`src/rtl/uart_packet_tx.sv`:
```
// Packet framer in front of a byte-level UART transmitter: buffers payload bytes, then
// sends checksum, address, (length-1) and the payload over the send/sending handshake.
module uart_packet_tx #(
  parameter int ADDR_BITS = 4
) (
  input  logic       clk,
  input  logic       RESET,
  input  logic [7:0] in_data,
  input  logic       in_write,
  output logic       in_ready,
  input  logic [7:0] pkt_addr,
  input  logic       pkt_start,
  output logic       busy,
  output logic       done,
  output logic       drop,
  output logic [7:0] tx_data,
  output logic       tx_send,
  input  logic       tx_sending
);

  localparam int DEPTH = 1 << ADDR_BITS;
  localparam int PW    = ADDR_BITS + 1;

  typedef enum logic [2:0] {
    IDLE, CK, ADR, CNT, DAT, SEND, WHI, WLO
  } state_e;

  state_e        state_q, state_d;
  state_e        byte_q, byte_d;
  logic [PW-1:0] wcnt_q, wcnt_d;
  logic [PW-1:0] rptr_q, rptr_d;
  logic [7:0]    sum_q, sum_d;
  logic [7:0]    addr_q, addr_d;
  logic [7:0]    cnt_q, cnt_d;
  logic [7:0]    ck_q, ck_d;
  logic [7:0]    tx_data_q, tx_data_d;
  logic          busy_q, busy_d;
  logic          done_q, done_d;
  logic          drop_q, drop_d;
  logic          tx_send_q, tx_send_d;

  logic [7:0]    mem_q [DEPTH];

  logic          full;
  logic          wr_accept;
  logic [PW-1:0] wcnt_eff;
  logic [8:0]    wcnt_ext;
  logic [7:0]    sum_eff;
  logic [7:0]    cnt_new;
  logic [7:0]    ck_new;
  logic [7:0]    byte_mux;
  logic          last_byte;

  assign full      = (wcnt_q == PW'(DEPTH));
  assign in_ready  = (state_q == IDLE) && !full;
  assign wr_accept = in_write && in_ready;

  // Header fields include a byte written in the same cycle as pkt_start.
  assign wcnt_eff  = wcnt_q + PW'(wr_accept);
  assign wcnt_ext  = 9'(wcnt_eff);
  assign sum_eff   = sum_q + (wr_accept ? in_data : 8'h00);
  assign cnt_new   = 8'(wcnt_ext - 9'd1);
  assign ck_new    = 8'h00 - (sum_eff + pkt_addr + cnt_new);
  assign last_byte = ((rptr_q + PW'(1)) == wcnt_q);

  // NOTE: the payload RAM has no reset; bytes at or above wcnt are never read.
  always_ff @(posedge clk) begin
    if (wr_accept) mem_q[wcnt_q[ADDR_BITS-1:0]] <= in_data;
  end

  always_comb begin
    case (state_q)
      CK:      byte_mux = ck_q;
      ADR:     byte_mux = addr_q;
      CNT:     byte_mux = cnt_q;
      default: byte_mux = mem_q[rptr_q[ADDR_BITS-1:0]];
    endcase
  end

  // NOTE: every _d gets its hold value first so no path through the case infers a latch.
  always_comb begin
    state_d   = state_q;
    byte_d    = byte_q;
    wcnt_d    = wcnt_q;
    rptr_d    = rptr_q;
    sum_d     = sum_q;
    addr_d    = addr_q;
    cnt_d     = cnt_q;
    ck_d      = ck_q;
    tx_data_d = tx_data_q;
    busy_d    = busy_q;
    done_d    = 1'b0;
    tx_send_d = 1'b0;
    drop_d    = drop_q | (in_write & ~in_ready);

    if (wr_accept) begin
      wcnt_d = wcnt_eff;
      sum_d  = sum_eff;
    end

    case (state_q)
      IDLE: begin
        if (pkt_start && (wcnt_eff != '0)) begin
          addr_d    = pkt_addr;
          cnt_d     = cnt_new;
          ck_d      = ck_new;
          tx_data_d = ck_new;
          busy_d    = 1'b1;
          state_d   = CK;
        end
      end
      // Byte states only hand over once the line is quiet.
      CK, ADR, CNT, DAT: begin
        if (!tx_sending) begin
          byte_d    = state_q;
          tx_data_d = byte_mux;
          tx_send_d = 1'b1;
          state_d   = SEND;
        end
      end
      SEND: state_d = WHI;
      WHI: begin
        if (tx_sending) state_d = WLO;
      end
      WLO: begin
        if (!tx_sending) begin
          case (byte_q)
            CK:  state_d = ADR;
            ADR: state_d = CNT;
            CNT: state_d = DAT;
            default: begin
              rptr_d = rptr_q + PW'(1);
              if (last_byte) begin
                done_d  = 1'b1;
                busy_d  = 1'b0;
                wcnt_d  = '0;
                rptr_d  = '0;
                sum_d   = 8'h00;
                state_d = IDLE;
              end else begin
                state_d = DAT;
              end
            end
          endcase
        end
      end
      default: state_d = IDLE;
    endcase
  end

  // NOTE: sequential state uses non-blocking assignments so all registers update together.
  always_ff @(posedge clk) begin
    if (RESET) begin
      state_q   <= IDLE;
      byte_q    <= CK;
      wcnt_q    <= '0;
      rptr_q    <= '0;
      sum_q     <= 8'h00;
      addr_q    <= 8'h00;
      cnt_q     <= 8'h00;
      ck_q      <= 8'h00;
      tx_data_q <= 8'h00;
      busy_q    <= 1'b0;
      done_q    <= 1'b0;
      drop_q    <= 1'b0;
      tx_send_q <= 1'b0;
    end else begin
      state_q   <= state_d;
      byte_q    <= byte_d;
      wcnt_q    <= wcnt_d;
      rptr_q    <= rptr_d;
      sum_q     <= sum_d;
      addr_q    <= addr_d;
      cnt_q     <= cnt_d;
      ck_q      <= ck_d;
      tx_data_q <= tx_data_d;
      busy_q    <= busy_d;
      done_q    <= done_d;
      drop_q    <= drop_d;
      tx_send_q <= tx_send_d;
    end
  end

  assign busy    = busy_q;
  assign done    = done_q;
  assign drop    = drop_q;
  assign tx_data = tx_data_q;
  assign tx_send = tx_send_q;

endmodule
```
`config.mk`:
```
export PLATFORM = sky130hd
export DESIGN_NAME = uart_packet_tx
export DESIGN_NICKNAME = d
export VERILOG_FILES = /design/src/rtl/uart_packet_tx.sv
export SDC_FILE = /design/constraint.sdc
export NUM_CORES = 1
export LEC_CHECK = 0
export CAP_MARGIN = 20
export CORE_ASPECT_RATIO = 1.75
export CORE_MARGIN = 2
export CORE_UTILIZATION = 50
export CTS_CLUSTER_DIAMETER = 100
export DETAILED_ROUTE_END_ITERATION = 7
export GPL_ROUTABILITY_DRIVEN = 0
export PLACE_DENSITY = 0.66
export SYNTH_ARGS = -nofsm -noshare
export SYNTH_HDL_FRONTEND = slang
export SYNTH_SLANG_ARGS = --single-unit
```
`constraint.sdc`:
```
create_clock -name clk -period 8.3 [get_ports clk]
set_input_delay 2.075 -clock clk [delete_from_list [all_inputs] [get_ports clk]]
set_output_delay 2.075 -clock clk [all_outputs]
set_load 0.005 [all_outputs]
```
Word-level counts from Yosys, hierarchy flattened
Memories as Yosys holds them, arrays and structs flattened. A register that Yosys moved wholly into a read port is not among the register bits.
Cells that the tools add are included.
- register bits: 60
- bits of input ports: 21
- output and inout port bits: 13
- memories kept: 1
- RAM bits: 128
- word-level logic and storage cells: 98
- reductions and logical operators: 18
- muxes and demuxes: 34
- equality and inequality tests: 18
- bitwise logic cells: 7
- add/subtract/negate cells: 7
- memories (name ; depth ; bits a word ; read ports ; clocked after memory_dff ; wr ports ; RTL line ; text):
    mem_q ; 16 ; 8 ; 1 ; 1 ; 1 ; 42 ; logic [7:0] mem_q [DEPTH];
- operators with widths (kind ; count):
    8-bit 2-to-1 mux ; 8
    5-bit 2-to-1 mux ; 6
    8-bit adder ; 3
    8-bit case mux with 3 select lines ; 1
    8-bit case mux with 2 select lines ; 1
    3-bit 2-to-1 mux ; 5
    3-bit case mux with 5 select lines ; 1
    3-bit by 2-bit equality test with 1-bit output (second input constant) ; 4
    3-bit equality test (second input constant) ; 4
    2-bit != test (second input constant) ; 5
    3-bit case mux with 3 select lines ; 1
    1-bit 2-to-1 mux ; 8
    4-bit 2-to-1 mux ; 2
    1-bit by 8-bit subtractor with 8-bit output (first input constant) ; 1
    3-bit by 1-bit equality test with 1-bit output (second input constant) ; 2
    3-bit AND reduction ; 2
    6-bit OR reduction ; 1
    5-bit by 1-bit subtractor with 6-bit output (second input constant) ; 1
    5-bit by 1-bit adder with 5-bit output ; 1
    5-bit by 1-bit adder with 5-bit output (second input constant) ; 1
    5-bit equality test ; 1
    5-bit equality test (second input constant) ; 1
    1-bit NOT ; 5
    5-bit AND reduction ; 1
    14 further kinds ; 18

Longest topological paths before layout
- depth in word-level cells: 11
- depth in mapped cells: 25
- gate-level depth less buffers: 22

Least setup slack after synthesis
Ideal clock, no wire load.
- path kind: in2reg
- start: input port in_write
- end: register tx_data_q[5], in the netlist tx_data[5]
- stages on the path: 21
- path buffers: 1
- arrival: 5.737 ns
- library setup time: 0.136 ns
- required time: 8.164 ns
- setup slack: 2.428 ns
- path through: nand2_1 > inv_1 > buf_2 > ha_1 > ha_1 > inv_1 > ha_1 > nor2_1 > a311oi_1 > a21oi_1 > xnor2_1 > fa_1 > inv_1 > ha_1 > ha_1 > o21a_1 > o31a_1 > a21oi_1 > mux4_2 > nand2_1 > a41oi_1
- elaborated cells on any way between the ends: 14
- those cells by class: 6 x add/sub; 1 x eq/ne; 3 x mux; 4 x reduce/logical
- RTL lines (what ; RTL line ; text):
    from (decl) ; 9 ; input logic in_write,
    1-bit logical AND ; 56 ; assign wr_accept = in_write && in_ready;
    5-bit by 1-bit adder with 5-bit output ; 59 ; assign wcnt_eff = wcnt_q + PW'(wr_accept);
    5-bit by 1-bit subtractor with 6-bit output ; 62 ; assign cnt_new = 8'(wcnt_ext - 9'd1);
    net cnt_new[4] ; 49 ; logic [7:0] cnt_new;
    8-bit adder ; 63 ; assign ck_new = 8'h00 - (sum_eff + pkt_addr + cnt_new);
    1-bit by 8-bit subtractor with 8-bit output ; 63 ;
    8-bit 2-to-1 mux ; 103 ; if (pkt_start && (wcnt_eff != '0)) begin
    8-bit case mux with 2 select lines ; 101 ; case (state_q)
    to (signal assigned) ; 176 ; tx_data_q <= tx_data_d;
    to (decl) ; 36 ; logic [7:0] tx_data_q, tx_data_d;
The timed path passes the listed nets, and every way through them passes these cells. The select of a mux whose other input is x is not followed.
A chain may end at the register's enable or synchronous reset.

Worst setup path in the final report
Same ends and word-level chain as after synthesis.

==> results.md <==
* Avg Synthesized Cell Area at 12.97 µm²
* FF+latch count, synth at 190
* First-pass GRT wire length at ~32000 µm
* Peak supply drop at 0.0002325 V
* Max Fclk at 142.0 MHz
* Area Growth Syn to Fin at 12.90%
* HPWL after DPL at 15110 µm
* Final worst-path cycle share at 84.85%
* Worst setup SP type: input pin
* Clock Latency Late Sink at about 0.44 ns
* Met3 WL at 626 µm
* Hold Crit Start: addr_q[4]
* Post-synthesis cell count at ~680
* Post-CTS Resized at 0
* CP max stage cell: clkdlybuf4s50_1
* CP Buf/Inv Count at 5
* CP required at roughly 8.6 ns
* RR Startpoint: wcnt_q[1]
* CTS hold repair buffers at 0
* Yosys warns at 0
* Synthesized Nets at 738
* M1 WL at 7060 µm
* Total global-route track usage at 22.90%
* Endpoint type of the worst setup path: flop
* Synth area leader: edfxtp_1
* Largest net degree at the start of global routing at 42
* PortBufs at 33
* FILL cells at about 1500
* Most numerous cell in the Yosys netlist: edfxtp_1
* Area of the multi-input gates at between 3000 and 4000 µm²
* Io pins at 34
* Fin crit period at 7.042 ns
* Core Area at 17460 µm²
* DIE AREA at 18840 µm²
* Drt wl/cell at 21.57 µm
* EDFF count, synth at 128
* Via count at between 5000 and 6000
* Die width at 104.6 µm
* Clk sinks at 190
* Htree depth at 4
* Leading cell types by count after synthesis: edfxtp_1 (128), nand2_1 (68), dfxtp_1 (62)
* Initial Util at 50.74%
* Static Leak at 3.427 nW
* Status: complete, no violations
* Seq/Total Area, Yosys at a little under three fifths
* Number of vias per cell at 5.866
* CTS tree: yes
* Ys flop type: edfxtp_1
* Yosys cell types at 62
* Total Power at 3.614 mW
* Max cap viols at 0
* Post-CTS setup repair buffer count at 0
* Slew margin rel. at 33.56%
* Root Buffer: clkbuf_16
* FF+latch area at about 5000 µm²
* DP Area at approximately 9400 µm²
* Final Cell Area at about 10000 µm²
* Area contributors post-synth: edfxtp_1 (43%), dfxtp_1 (14%), mux4_2 (11%)
* Drt pass-1 iters at 5
* Crit-path max FO at 15
* # DRC at 0
* Worst-path clk slew at 0.08 ns
* Drt initial violations at 339
* Num rows at 64
* Max incr delay on CP at 0.61 ns
* Least-Margin Pin Slew at 0.9929 ns
* Crit path launch: in_write
* Total CTS buffers at 17
* Worst EP arrival at 7.36 ns
* Final hold slack at 0.4623 ns
* Final hold violations at 0
* Post-Route WL at 20510 µm
* Worst-path cell chain: clkdlybuf4s50_1 -> nand2_1 -> inv_1 -> ha_1 -> ha_1 -> inv_1 -> ha_1 -> xnor2_1 -> xnor2_1 -> fa_1 -> inv_1 -> ha_1 -> inv_1 -> fa_1 -> nor2b_1 -> o31a_1 -> a21oi_1 -> mux4_2 -> nand2_1 -> a41oi_1
* Async set or reset register ratio after synthesis at 0%
* Clock buffer depth at 2
* Antenna violations before repair at 0
* Final Net Count at 762
* Fin. max-slew vios at 0
* Share of the synthesized area in the top cell type at between 40% and 50%
* Crit path kind: input pin to flop
* Antenna-violating nets left at 0
* Max Used Layer: met4
* Final setup fails at 0
* Worst Clk Skew at ~0.013 ns
* WL met2 at 11790 µm
* Delay-heaviest family, CP: adder cells
* RSZ-0062 raised after global routing: false
* Synthesized area at 8857 µm²
* Share of layout cells above drive strength 1 at 13.33%
* Setup TNS at 0 ns
* N_diodes at 0
* Pwr dens at 361.4 nW/µm²
* Die Height at approximately 180 µm
* Grt ovf at 0
* Type of the worst min-delay path: flop to flop
* Number of global-route vias before repair at 5843
==> worst paths after layout <==
| kind | to | slack (ns) | depth (start not counted) |
|---|---|---|---|
| setup / recovery | tx_data[5] | 1.26 | 20 |
| hold / removal | addr_q[4] | 0.46 | 2 |
| setup reg to reg | tx_data[5] | 2.01 | 21 |
| hold reg to reg | addr_q[4] | 0.46 | 2 |
==> logic make-up (layout without fill, tap and decap cells) <==
logic type,count (synthesis),after routing,share of synthesized area [%]
compound gates,122,122,8.857
xor+xnor,34,34,3.673
fa+ha+maj,34,34,5.481
mux,51,51,11.85
buf+inv,72,109,3.532
flops,190,190,57.41
simple gates,180,180,9.196
==> report_power, final <==
part	switching (mW)	internal [mW]	total [mW]	leakage, nW
clock	0.363	0.458	0.821	0.306
combinational	0.926	0.719	1.65	1.46
sequential	0.0536	1.09	1.15	1.66
==> state kept, by name (all words and copies together), names as in the netlist, named ones only <==
name and count:
addr_q 8, busy 1, byte_q 3, ck_q 8, cnt_q 6, done 1
drop 1, mem_q 128, rptr_q 5, state_q 3, sum_q 8, tx_data 8
tx_send 1, wcnt_q 5
==> cell usage in the layout, fill, tap and decap left out, drive strengths merged, types with 2 or more instances in the layout <==
master         netlist  routed
a21o                 4       4
nor2b                4       4
a21oi               55      55
nand2               69      69
xnor3                2       2
o211a                2       2
or3                  4       4
o21ai               17      17
fa                   8       8
nor3b                3       3
nand4                6       6
xor2                11      11
a311oi               6       6
buf                 23      12
a211oi               7       7
inv                 30      37
o21bai               3       3
nor2                50      50
nor3                11      11
xnor2               21      21
clkbuf              17      20
ha                  26      26
o21a                 2       2
a2111oi              3       3
and4                 2       2
nand3               16      16
mux2i                7       7
clkinv               2       5
and3                 7       7
dfxtp               62      62
nand2b               4       4
clkdlybuf4s50        0      33
mux4                43      43
edfxtp             128     128
a21bo                2       2
a31oi                8       8
==> per-layer routing <==
| metal | vias to the layer above | global-route usage (%) |
|---|---|---|
| li1 | 2585 | - |
| met1 | 2789 | 22.66 |
| met2 | 151 | 43.95 |
| met3 | 54 | 3.617 |
| met4 | 0 | 13.55 |
| met5 | - | 0 |
==> worst min-delay path: stages, from the launching register on <==
cell	delay (ns)
dfxtp_1	0.31
nand2_1	0.05
a21oi_1	0.05
==> metrics by stage <==
stage / utilization (%) / cells / setup slack (ns)
after CTS: 57.20 / 950 / 1.379
final: 57.28 / 951 / 1.258
after global placement: 53.73 / 918 / 1.128
after floorplan: - / 683 / 2.428
after global routing: 57.28 / 951 / 0.8379
after detailed placement: 53.73 / 918 / 0.9167
==> layout make-up <==
| type | count | share of cell area, % |
|---|---|---|
| clock inverters | 12 | 1.051 |
| repair buffers | 45 | 4.279 |
| clock buffers | 20 | 5.005 |
| well taps | 231 | 2.890 |
| inverters | 32 | 1.201 |
| flip-flops and latches | 190 | 50.86 |
| multi-input cells | 421 | 34.71 |
Note: power is estimated with default switching activity, not from simulation.
